File: src/rtl/battle_ctrl_gen2.sv
`default_nettype none
// ============================================================================
// Module   : battle_ctrl_gen2
// Purpose  : Second-generation battle controller. Sequences one battle turn
//            at a time (attack, heal, catch, switch). Covers speed-based turn
//            order, a party with voluntary and forced switching, finite potion
//            and ball inventories and a saturating turn counter. It drives the
//            HP/damage datapath strobes and the display/status outputs.
// Ports    :
//   clk, reset_n         clock, asynchronous active-low reset
//   go, move_op          menu handshake and selected move (00 battle, 01 heal,
//                        10 catch, 11 switch); accepted only in S_MENU
//   p_faster             player acts first (sampled in S_LOAD_PM)
//   ai_dead, p_dead      HP-zero indications from the datapath
//   catch_success        datapath catch roll (sampled in S_CATCH)
//   party_alive          per-slot alive mask
//   active_trainer, target, apply_ai_damage, apply_p_damage, p_heal,
//   catch, catch_fail, switch_en                datapath strobes
//   active_slot          current party slot
//   reject               one-cycle pulse when a menu go is refused
//   potions_left, balls_left, turn_count        inventory / turn status
//   victory, loss, caught                       terminal flags
//   state_id             encoded state for the HEX display
// Revision : 1.0 - initial release
// ============================================================================
module battle_ctrl_gen2 #(
  parameter int PARTY_SIZE = 6,
  parameter int POTIONS    = 3,
  parameter int BALLS      = 5,
  parameter int CNT_W      = 4,
  parameter int TURN_W     = 8,
  localparam int SLOT_W    = (PARTY_SIZE > 1) ? $clog2(PARTY_SIZE) : 1
) (
  input  logic                  clk,
  input  logic                  reset_n,
  input  logic                  go,
  input  logic [1:0]            move_op,
  input  logic                  p_faster,
  input  logic                  ai_dead,
  input  logic                  p_dead,
  input  logic                  catch_success,
  input  logic [PARTY_SIZE-1:0] party_alive,
  output logic                  active_trainer,
  output logic                  target,
  output logic                  apply_ai_damage,
  output logic                  apply_p_damage,
  output logic                  p_heal,
  output logic                  catch,
  output logic                  catch_fail,
  output logic                  switch_en,
  output logic [SLOT_W-1:0]     active_slot,
  output logic                  reject,
  output logic [CNT_W-1:0]      potions_left,
  output logic [CNT_W-1:0]      balls_left,
  output logic [TURN_W-1:0]     turn_count,
  output logic                  victory,
  output logic                  loss,
  output logic                  caught,
  output logic [3:0]            state_id
);

  typedef enum logic [3:0] {
    S_MENU       = 4'd0,
    S_LOAD_PM    = 4'd1,
    S_P_ATTACK   = 4'd2,
    S_AI_ATTACK  = 4'd3,
    S_P_HEAL     = 4'd4,
    S_CATCH      = 4'd5,
    S_FAIL_CATCH = 4'd6,
    S_SWITCH     = 4'd7,
    S_FAINT      = 4'd8,
    S_TURN_END   = 4'd9,
    S_VICTORY    = 4'd10,
    S_LOSS       = 4'd11,
    S_CAUGHT     = 4'd12
  } state_t;

  localparam logic [CNT_W-1:0]      c_potions_init = CNT_W'(POTIONS);
  localparam logic [CNT_W-1:0]      c_balls_init   = CNT_W'(BALLS);
  localparam logic [TURN_W-1:0]     c_turn_max     = '1;
  localparam logic [SLOT_W:0]       c_party        = (SLOT_W+1)'(PARTY_SIZE);
  localparam logic [PARTY_SIZE-1:0] c_slot0        = PARTY_SIZE'(1);

  state_t              r_state;
  state_t              w_next;
  logic                r_first;     // player moves first in the current turn
  logic                r_forced;    // current switch was caused by a faint
  logic [SLOT_W-1:0]   r_active_slot;
  logic [CNT_W-1:0]    r_potions;
  logic [CNT_W-1:0]    r_balls;
  logic [TURN_W-1:0]   r_turns;
  logic                w_reject;
  logic                w_override_en;
  logic [PARTY_SIZE-1:0] w_others;
  logic                w_other_alive;
  logic [SLOT_W-1:0]   w_switch_slot;
  logic [SLOT_W:0]     w_idx;
  logic                w_found;

  // Alive slots other than the active one.
  assign w_others      = party_alive & ~(c_slot0 << r_active_slot);
  assign w_other_alive = |w_others;

  // Search forward from the active slot with wrap-around; the first alive
  // slot found is the switch target. The active slot itself is never chosen.
  always_comb begin
    w_switch_slot = r_active_slot;
    w_found       = 1'b0;
    w_idx         = '0;
    for (int k = 1; k < PARTY_SIZE; k++) begin
      w_idx = {1'b0, r_active_slot} + (SLOT_W+1)'(k);
      if (w_idx >= c_party) begin
        w_idx = w_idx - c_party;
      end
      if (!w_found && party_alive[w_idx[SLOT_W-1:0]]) begin
        w_switch_slot = w_idx[SLOT_W-1:0];
        w_found       = 1'b1;
      end
    end
  end

  // KO checks are skipped in terminal states, in FAINT (which handles p_dead
  // itself) and in SWITCH (the datapath is still loading the new HP).
  always_comb begin
    w_override_en = 1'b1;
    case (r_state)
      S_VICTORY, S_LOSS, S_CAUGHT, S_FAINT, S_SWITCH: w_override_en = 1'b0;
      default:                                        w_override_en = 1'b1;
    endcase
  end

  always_comb begin
    w_next   = r_state;
    w_reject = 1'b0;
    case (r_state)
      S_MENU: begin
        if (go) begin
          case (move_op)
            2'b00: w_next = S_LOAD_PM;
            2'b01: begin
              if (r_potions != '0) w_next   = S_P_HEAL;
              else                 w_reject = 1'b1;
            end
            2'b10: begin
              if (r_balls != '0) w_next   = S_CATCH;
              else               w_reject = 1'b1;
            end
            default: begin
              if (w_other_alive) w_next   = S_SWITCH;
              else               w_reject = 1'b1;
            end
          endcase
        end
      end
      S_LOAD_PM:    w_next = p_faster ? S_P_ATTACK : S_AI_ATTACK;
      S_P_ATTACK:   w_next = r_first ? S_AI_ATTACK : S_TURN_END;
      S_AI_ATTACK:  w_next = r_first ? S_TURN_END : S_P_ATTACK;
      S_P_HEAL:     w_next = S_AI_ATTACK;
      S_CATCH:      w_next = catch_success ? S_CAUGHT : S_FAIL_CATCH;
      S_FAIL_CATCH: w_next = S_AI_ATTACK;
      S_SWITCH:     w_next = r_forced ? S_MENU : S_AI_ATTACK;
      S_FAINT:      w_next = w_other_alive ? S_SWITCH : S_LOSS;
      S_TURN_END:   w_next = S_MENU;
      S_VICTORY, S_LOSS, S_CAUGHT: w_next = r_state;
      default:      w_next = S_MENU;
    endcase

    // A KO takes priority over whatever the turn would do next; an AI KO
    // wins over a simultaneous player KO.
    if (w_override_en) begin
      if (ai_dead) begin
        w_next   = S_VICTORY;
        w_reject = 1'b0;
      end else if (p_dead) begin
        w_next   = S_FAINT;
        w_reject = 1'b0;
      end
    end
  end

  // Single state register; all outputs are registered from the next state so
  // they are aligned with the state they describe.
  always_ff @(posedge clk or negedge reset_n) begin
    if (!reset_n) begin
      r_state         <= S_MENU;
      r_first         <= 1'b0;
      r_forced        <= 1'b0;
      r_active_slot   <= '0;
      r_potions       <= c_potions_init;
      r_balls         <= c_balls_init;
      r_turns         <= '0;
      active_trainer  <= 1'b0;
      target          <= 1'b0;
      apply_ai_damage <= 1'b0;
      apply_p_damage  <= 1'b0;
      p_heal          <= 1'b0;
      catch           <= 1'b0;
      catch_fail      <= 1'b0;
      switch_en       <= 1'b0;
      reject          <= 1'b0;
      victory         <= 1'b0;
      loss            <= 1'b0;
      caught          <= 1'b0;
    end else begin
      r_state <= w_next;

      // Heal, failed catch and voluntary switch all give the AI its move
      // after the player's action, which is the "player first" ordering.
      if (r_state == S_LOAD_PM) begin
        r_first <= p_faster;
      end else if (r_state == S_P_HEAL || r_state == S_FAIL_CATCH ||
                   r_state == S_SWITCH) begin
        r_first <= 1'b1;
      end

      // The slot moves on entry so switch_en and the new slot coincide.
      if (w_next == S_SWITCH && r_state != S_SWITCH) begin
        r_active_slot <= w_switch_slot;
        r_forced      <= (r_state == S_FAINT);
      end

      if (r_state == S_P_HEAL && r_potions != '0) begin
        r_potions <= r_potions - 1'b1;
      end
      if (r_state == S_CATCH && r_balls != '0) begin
        r_balls <= r_balls - 1'b1;
      end
      if (r_state == S_TURN_END && r_turns != c_turn_max) begin
        r_turns <= r_turns + 1'b1;
      end

      active_trainer  <= (w_next == S_AI_ATTACK);
      target          <= (w_next == S_P_ATTACK);
      apply_ai_damage <= (w_next == S_P_ATTACK);
      apply_p_damage  <= (w_next == S_AI_ATTACK);
      p_heal          <= (w_next == S_P_HEAL);
      catch           <= (w_next == S_CATCH);
      catch_fail      <= (w_next == S_FAIL_CATCH);
      switch_en       <= (w_next == S_SWITCH);
      reject          <= w_reject;
      victory         <= (w_next == S_VICTORY);
      loss            <= (w_next == S_LOSS);
      caught          <= (w_next == S_CAUGHT);
    end
  end

  assign active_slot  = r_active_slot;
  assign potions_left = r_potions;
  assign balls_left   = r_balls;
  assign turn_count   = r_turns;
  assign state_id     = r_state;

endmodule
`default_nettype wire
File: config.mk
export PLATFORM = sky130hd
export DESIGN_NAME = battle_ctrl_gen2
export DESIGN_NICKNAME = d
export VERILOG_FILES = /design/src/rtl/battle_ctrl_gen2.sv
export SDC_FILE = /design/constraint.sdc
export NUM_CORES = 1
export LEC_CHECK = 0
export BUFFER_PORTS_ARGS = -buffer_cell sky130_fd_sc_hd__buf_2
export CORE_MARGIN = 3
export CORE_UTILIZATION = 55
export DETAILED_ROUTE_END_ITERATION = 12
export PLACE_DENSITY = 0.77
export SLEW_MARGIN = 30
export SYNTH_ARGS = -nofsm -noshare
export SYNTH_HDL_FRONTEND = slang
export SYNTH_SLANG_ARGS = --single-unit
File: constraint.sdc
create_clock -name clk -period 5.1 [get_ports clk]
set_clock_uncertainty 0.05 [all_clocks]
set_input_delay 1.02 -clock clk [delete_from_list [all_inputs] [get_ports clk]]
set_output_delay 1.02 -clock clk [all_outputs]
set_load 0.02 [all_outputs]
== Yosys cells after proc, flatten, opt, wreduce, memory -nomap -nowiden ==
Index checks and enable logic that the tools add are counted.

* Bits of input ports: 15
* Output and inout port bits: 35
* Bits in registers: 35

* Add/sub/neg operators: 13
* $lt $le $gt $ge: 10
* Eq/ne operators: 25
* Multiplexer cells: 50
* Shift-type cells: 1
* Bitwise gates (word level): 2
* Reductions and logical operators: 25

{| class="wikitable"
|+ Operator list
! cell !! number
|-
| two-way mux 4 bit || 11
|-
| one-hot mux 4 bit (9 select lines) || 1
|-
| equality test 4 x 3 -> 1 bit (second input constant) || 8
|-
| equality test 4 bit (second input constant) || 8
|-
| two-way mux 3 bit || 10
|-
| >= comparator 4 x 3 -> 1 bit (second input constant) || 5
|-
| less-than comparator 3 x 4 -> 1 bit (second input constant) || 5
|-
| two-way mux 1 bit || 20
|-
| equality test 4 x 2 -> 1 bit (second input constant) || 4
|-
| binary-select mux 1 bit (select 3 bit) || 5
|-
| subtractor 3 bit (second input constant) || 5
|-
| one-hot mux 4 bit (3 select lines) || 1
|-
| adder 3 x 2 -> 4 bit (second input constant) || 2
|-
| adder 3 x 3 -> 4 bit (second input constant) || 2
|-
| adder 8 x 1 -> 8 bit (second input constant) || 1
|-
| logical AND 1 bit || 8
|-
| inequality test 8 bit (second input constant) || 1
|-
| nonzero test 4 bit || 2
|-
| subtractor 4 x 1 -> 4 bit (second input constant) || 2
|-
| AND 6 bit || 1
|-
| inverter 6 bit || 1
|-
| OR reduction 6 bit || 1
|-
| left shift 1 x 3 -> 6 bit (first input constant) || 1
|-
| nonzero test 5 bit || 1
|-
| 16 further kinds || 20
|}

== Depth between registers and ports, before layout ==
Gate-level depths: netlist of the first run.

* Word-level depth: 19
* Depth in mapped cells: 11

== Worst setup path after synthesis of the first run ==
OpenSTA, ideal clock, no wires.

* Path kind: reg2reg
* From: register r_active_slot[0], in the netlist active_slot[0]
* To: register r_active_slot[1], in the netlist active_slot[1]
* Stages on the path, launching flop included: 11
* Clock period less this slack: 3087 ps
* Library setup time: 134 ps
* Path buffers: 1
* Path slack: 2013 ps
* Required time: 4916 ps
* Data arrival time: 2903 ps
* Cells stage by stage: dfrtp_1 > buf_4 > inv_1 > ha_1 > nor2b_1 > or4_4 > and2_4 > a221o_2 > or4_4 > o211ai_1 > o211ai_1

* Longest elaborated chain between the ends: 19

{| class="wikitable"
|+ RTL lines
! element !! RTL line !! source
|-
| start, declared || 88 || <nowiki>logic [SLOT_W-1:0] r_active_slot;</nowiki>
|-
| start signal, assigned || 218 || <nowiki>r_active_slot <= w_switch_slot;</nowiki>
|-
| adder 3 x 1 -> 4 bit || 111 || <nowiki>w_idx = {1'b0, r_active_slot} + (SLOT_W+1)'(k);</nowiki>
|-
| >= comparator 4 x 3 -> 1 bit / subtractor 3 bit (equally long branches) || 112, 113 ||
|-
| two-way mux 3 bit || 112 || <nowiki>if (w_idx >= c_party) begin</nowiki>
|-
| binary-select mux 1 bit (select 3 bit) || 115 || <nowiki>if (!w_found && party_alive[w_idx[SLOT_W-1:0]]) begin</nowiki>
|-
| two-way mux 1 bit (implied by the code) || 115 ||
|-
| two-way mux 1 bit || 115 ||
|-
| logical NOT 1 bit || 115 ||
|-
| logical AND 1 bit || 115 ||
|-
| (+3 left out) || n/a ||
|-
| two-way mux 1 bit || 115 ||
|-
| logical NOT 1 bit || 115 ||
|-
| logical AND 1 bit || 115 ||
|-
| two-way mux 1 bit || 115 ||
|-
| logical NOT 1 bit || 115 ||
|-
| logical AND 1 bit || 115 ||
|-
| nonzero test 5 bit (no source line) || n/a ||
|-
| AND reduction 2 bit (no source line) || n/a ||
|}

Several ways; a longest one is shown, not always the timed one. The select of a mux whose other input is x is not followed.
A chain may end at the register's enable or synchronous reset.

== Final worst setup path of the first run ==
* From: register r_active_slot[0], in the netlist active_slot[0]
* To: register r_active_slot[2], in the netlist active_slot[2]

The elaborated chain is that of the path after synthesis.

==> results of run 1 <==
per-layer routing:
layer / track usage, % / wire length (um) / share of wire (%)
met5: 0 / 0 / 0
met4: 5.929 / 45 / 0.77
met2: 30.93 / 2638 / 45
met3: 3.872 / 360 / 6.2
met1: 32.72 / 2787 / 48
through the flow:
step / hold WS (ns) / util (%)
final: 0.4445 / 66.41
after global routing: 0.4720 / 66.41
after CTS: 0.4501 / 66.41
after detailed placement: 0.4392 / 64.16
after global placement: 0.4280 / 64.16
after floorplan: 0.4328 / -
flip-flops by register name, indices dropped and copies added, names as in the netlist, 3 cells and up:
name          cells
active_slot       3
balls_left        4
potions_left      4
state_id          4
turn_count        8
cells in the final DEF, fill, tap and decap left out, drive strengths merged, types with 5 or more instances in the layout:
| master | count |
|---|---|
| nor2 | 28 |
| xor2 | 6 |
| xnor2 | 11 |
| mux2i | 9 |
| o211ai | 5 |
| inv | 17 |
| nand2 | 23 |
| a21oi | 12 |
| nand4 | 7 |
| ha | 16 |
| nand2b | 7 |
| or3 | 9 |
| nand3 | 9 |
| o21ai | 18 |
| nor3 | 6 |
| dfrtp | 31 |
| clkbuf | 8 |
| buf | 49 |
power by group through the flow:
| stage | combinational (mW) | sequential [mW] | clock, mW |
|---|---|---|---|
| 4_1_cts | 0.0332 | 0.278 | 0.225 |
| 5_1_grt | 0.0374 | 0.277 | 0.236 |
| 2_1_floorplan | 0.0166 | 0.283 | 0 |
| 3_5_place_dp | 0.0333 | 0.283 | 0 |
| 6_report | 0.0335 | 0.278 | 0.218 |
| 3_3_place_gp | 0.0330 | 0.283 | 0 |
kinds of logic after synthesis:
family | count (synthesis) | share of synthesized area (%)
and+or+nand+nor | 117 | 24.25
xor gates and xnor gates | 17 | 5.738
adders and majority gates | 16 | 7.714
AOI/OAI and AO/OA | 73 | 19.05
buffers and inverters | 28 | 4.532
DFF | 35 | 33.94
muxes | 12 | 4.773
worst paths after layout:
check                                           start                    endpoint  slack [ns]  cells past startpoint
setup / recovery           active_slot[0]$_DFFE_PN0P_  active_slot[2]$_DFFE_PN0P_        1.80                      9
hold / removal              turn_count[7]$_DFFE_PN0P_   turn_count[7]$_DFFE_PN0P_        0.44                      1
setup reg to reg           active_slot[0]$_DFFE_PN0P_  active_slot[2]$_DFFE_PN0P_        1.80                      9
hold reg to reg             turn_count[7]$_DFFE_PN0P_   turn_count[7]$_DFFE_PN0P_        0.44                      1
max in group asynchronous                     reset_n   turn_count[2]$_DFFE_PN0P_        3.75                      1
min in group asynchronous                     reset_n   balls_left[3]$_DFFE_PN0P_        0.76                      1
worst reg2reg max path, cell delays in order, from the launching register on:
cell      delay (ns)
dfrtp_1         0.74
inv_1           0.18
ha_1            0.27
nor2b_1         0.15
or4_4           0.42
and2_4          0.18
a221o_2         0.42
or4_4           0.54
o211ai_1        0.12
o211ai_1        0.10
layout make-up:
cell class                      count  area [sq um]
Multi-Input combinational cell    235          1597
Sequential cell                    35         880.8
Timing Repair Buffer               49         245.2
Fill cell                         382          1493
Tap cell                           52         65.06
Inverter                           17         63.81
Clock buffer                        8         100.1
==> results_dict.tcl, run 1 <==
set metrics [dict create \
    status "finished clean" \
    path_delay_family "simple AND/OR/NAND/NOR gates" \
    maxCapViolCount 0 \
    dr.pass1.iters 4 \
    routed_wl_um 5831 \
    startpoint_type "flip-flop" \
    ant_nets 0 \
    yosys_most_used_dff "dfrtp_1" \
    cts_setup_buffers 0 \
    syn-num-nets 329 \
    pwr-share-comb_pct 6.3 \
    crit_buf_inv 1 \
    synth_edf_count 0 \
    drtIter0Drc 244 \
    slew_headroom_pct 47.82 \
    switching_power_uw 116.0 \
    drc_errors 0 \
    rsz0062_at_grt "false" \
    synth-warning-count 0 \
    crit_arrival_ns 3.41 \
    fp-row-count 24 \
    dpl_cell_area_sq_um 2851 \
    power.density_nw_per_um2 179.4 \
    grt_usage_pct 21.40 \
    gp_congestion 0.9089 \
    n_antenna_cell 0 \
    syn-instance-count 298 \
    synth_top_area_share_pct 29.89 \
    root_buffer "clkbuf_8" \
    slowest_stage "dfrtp_1" \
    grt_pass1_vias 1999 \
    die_w_um 74.69 \
    clk_path_buf_depth 2 \
    grt_pass1_wl_um 9377 \
    post_synth_instance_area_sq_um 2595 \
    ir_drop_v 0.0001495 \
    synth_cell_types 61 \
    antenna_found_initial 0 \
    grt_max_degree 36 \
    finalMaxSlewViolations 0 \
    vias 2346 \
    path_cells "inv_1, ha_1, nor2b_1, or4_4, and2_4, a221o_2, or4_4, o211ai_1, o211ai_1" \
    gr-total-overflow 0 \
    total_power_uw 529.5 \
    instances_no_fill 396 \
    worstMarginPinSlew_ns 0.7774 \
    p_int_uw 413.6 \
    vias_per_cell 5.924 \
    core_area_sq_um 4444 \
    power.share.clock_pct 41.2 \
    die_area_sq_um 5579 \
    dpl.hpwl_um 4366 \
    die_h_um 74.69 \
    clk_pin_slew_ns 0.07 \
    cts_sinks 35 \
    nets 374 \
    ios 50 \
    required_ns 5.21 \
    min_period_over_period_pct 64.76 \
    cts_tree "done" \
    yosys-top-cells-area "dfrtp_1 (30%), ha_1 (7.7%), dfstp_2 (4.1%)" \
    p_leak_nw 1.420 \
    avgSynthCellArea_sq_um 8.708 \
    pwr-share-seq_pct 52.4 \
    finalInstanceArea_sq_um 2952 \
    setup-violations-final 0 \
    syn_to_final_growth_pct 13.74 \
    wl_per_cell_um 14.72 \
    clk_latency_ns 0.29 \
    hold_viol_final 0 \
    htreeDepth 2 \
    yosys-top-cells-count "dfrtp_1 (31), nor2_1 (28), nand2_1 (23), o21ai_0 (18), inv_1 (17)" \
    synthArstFlopShare_pct 100.0 \
    end_kind "flip-flop" \
    hold_buffers 0 \
    dp_slack_ns 1.827 \
    setup.worst_path.class "flip-flop to flip-flop" \
    swShare_pct 21.90 \
    fmax_mhz 302.8 \
    start_util_pct 58.39 \
    cpPeakStageDelay_ns 0.74 \
    cts_made_buffers 5 \
    synth_most_common_cell "dfrtp_1" \
    place_inst 388 \
    ys_seq_area_share_pct 33.94 \
    synth-seq-cells 35 \
    setup_ws_ns 1.797 \
    drive_gt1_share_pct 21.80 \
    setup_tns_ns 0 \
    numPortBuffers 49 \
    cts.repair.resized 0 \
    fin_crit_ns 3.303 \
    hp-class "flip-flop to flip-flop" \
    synth_area_leader_cell "dfrtp_1" \
    crit_fanout 17 \
]
Note: power is estimated with default switching activity, not from simulation.
==> run 2, diff against run 1 <==
Settings changed: CORE_UTILIZATION 55 to 50, PLACE_DENSITY 0.77 to 0.74.
Clock period 5.1 ns to 2.78 ns, I/O delays scaled along.
==> run 2 against run 1 <==
Compared with the run above: via count grew 1.7%; first-iteration DRC count shrank 27%; critical path depth shrank 1; maximum frequency grew 19%; worst hold slack lost 0.17 ns; core utilization shrank 1.5 points; power grew 95%; sequential share of layout area shrank 1.9 points; wire length grew 4.2%; critical path type unchanged; critical endpoint is now active_slot[1]$_DFFE_PN0P_; highest routed layer unchanged.
==> results_dict.tcl, run 2 (synthesized netlist as in run 1, its figures left out) <==
set metrics [dict create \
    routed_wl_um 6078 \
    dr.pass1.iters 4 \
    setup_tns_ns 0 \
    gr-total-overflow 0 \
    setup-violations-final 0 \
    clk_pin_slew_ns 0.08 \
    drive_gt1_share_pct 28.89 \
    cpPeakStageDelay_ns 0.48 \
    hp-class "input pin to asynchronous set/reset pin" \
    power.density_nw_per_um2 325.4 \
    end_kind "flip-flop" \
    die_w_um 78.04 \
    cts_sinks 35 \
    timing.hold.ws_ns 0.2789 \
    wl_per_cell_um 14.23 \
    ir_drop_v 0.0002648 \
    crit_arrival_ns 2.86 \
    fin_crit_ns 2.765 \
    slew_headroom_pct 49.98 \
    rsz0062_at_grt "true" \
    fp-row-count 25 \
    slowest_stage "dfrtp_2" \
    vias_per_cell 5.588 \
    path_delay_family "simple AND/OR/NAND/NOR gates" \
    htreeDepth 2 \
    nets 390 \
    dp_slack_ns -0.01150 \
    finalInstanceArea_sq_um 3169 \
    maxCapViolCount 0 \
    grt_usage_pct 20.67 \
    dpl.hpwl_um 4582 \
    ant_nets 0 \
    required_ns 2.87 \
    final_common_cell "buf_2" \
    start_util_pct 53.18 \
    die_h_um 78.04 \
    drc_errors 0 \
    drtIter0Drc 177 \
    gp_congestion 0.8733 \
    setup.worst_path.class "flip-flop to flip-flop" \
    grt_max_degree 36 \
    hold_viol_final 0 \
    grt_pass1_vias 2257 \
    p_leak_nw 1.513 \
    syn_to_final_growth_pct 22.13 \
    root_buffer "clkbuf_8" \
    grt_pass1_wl_um 10320 \
    hold_buffers 0 \
    cts_tree "done" \
    min_period_over_period_pct 99.47 \
    cts_made_buffers 5 \
    crit_fanout 8 \
    worstMarginPinSlew_ns 0.7503 \
    dpl_cell_area_sq_um 3007 \
    clk_path_buf_depth 2 \
    nFillCells 441 \
    numPortBuffers 49 \
    fmax_mhz 361.6 \
    vias 2386 \
    n_antenna_cell 0 \
    finalMaxSlewViolations 0 \
    largest_reg_flops 8 \
    cp_common_cell "o211ai_1" \
    ios 50 \
    core_area_sq_um 4880 \
    crit_buf_inv 0 \
    die_area_sq_um 6090 \
    startpoint_type "flip-flop" \
    most-common-layout-cells "buf_2 (49), nor2_1 (28), dfrtp_1 (28), nand2_1 (23), o21ai_0 (18)" \
    status "finished clean" \
    path_cells "ha_4, nor2b_4, or4_4, and2_4, a221o_2, or3_4, o211ai_1, o211ai_1" \
    setup_ws_ns 0.01468 \
    clk_latency_ns 0.29 \
    antenna_found_initial 0 \
]
==> run 2: timing repair <==
item                       in CTS  in global routing
pin swaps                       1                  2
buffers inserted                1                  2
setup endpoints to repair       2                  3
cloned                          0                  0
resized for setup               1                  6
==> run 2: path summary, 6_finish.rpt <==
check                                            from                          to  cells past startpoint  slack (ns)
setup / recovery           active_slot[2]$_DFFE_PN0P_  active_slot[1]$_DFFE_PN0P_                      8        0.01
hold reg to reg             turn_count[5]$_DFFE_PN0P_   turn_count[5]$_DFFE_PN0P_                      1        0.44
min in group clk            turn_count[5]$_DFFE_PN0P_   turn_count[5]$_DFFE_PN0P_                      1        0.44
max in group asynchronous                     reset_n  active_slot[0]$_DFFE_PN0P_                      1        1.87
setup reg to reg           active_slot[2]$_DFFE_PN0P_  active_slot[1]$_DFFE_PN0P_                      8        0.01
hold / removal                                reset_n    apply_p_damage$_DFF_PN0_                      1        0.28
==> run 2: stage by stage <==
| stage | cells | power (mW) | util (%) |
|---|---|---|---|
| 4_1_cts | 425 | 1.041 | 64.15 |
| 2_1_floorplan | 298 | 0.5495 | - |
| 3_5_place_dp | 416 | 0.5832 | 61.62 |
| 6_report | 427 | 1.031 | 64.95 |
| 5_1_grt | 427 | 1.068 | 64.95 |
| 3_3_place_gp | 416 | 0.5819 | 61.62 |
==> run 2: cell type report <==
type	instances	area (sq um)	share of cell area (%)
timing repair buffer	65	365.4	11.53
tap	67	83.83	2.645
clock buffer	5	68.82	2.171
sequential	35	884.6	27.91
clock inverter	3	43.79	1.382
inverter	17	68.82	2.171
multi-input combinational	235	1654	52.19
==> run 2: worst register-to-register path, cell delays in order (launching register included) <==
cell	delay (ns)
dfrtp_2	0.48
ha_4	0.33
nor2b_4	0.04
or4_4	0.42
and2_4	0.18
a221o_2	0.43
or3_4	0.38
o211ai_1	0.19
o211ai_1	0.13
==> run 2: power by group <==
group | internal [mW] | leakage [nW] | switching (mW)
clock | 0.267 | 0.0581 | 0.190
sequential | 0.509 | 0.449 | 0
combinational | 0.0258 | 1.01 | 0.0399
==> run 2: per-layer routing <==
metal	track usage (%)	wire (um)	up-vias
li1	-	-	1207
met1	28.39	2901	1114
met2	33.90	2824	57
met3	4.014	296	8
met4	4.720	55	0
met5	0	0	-
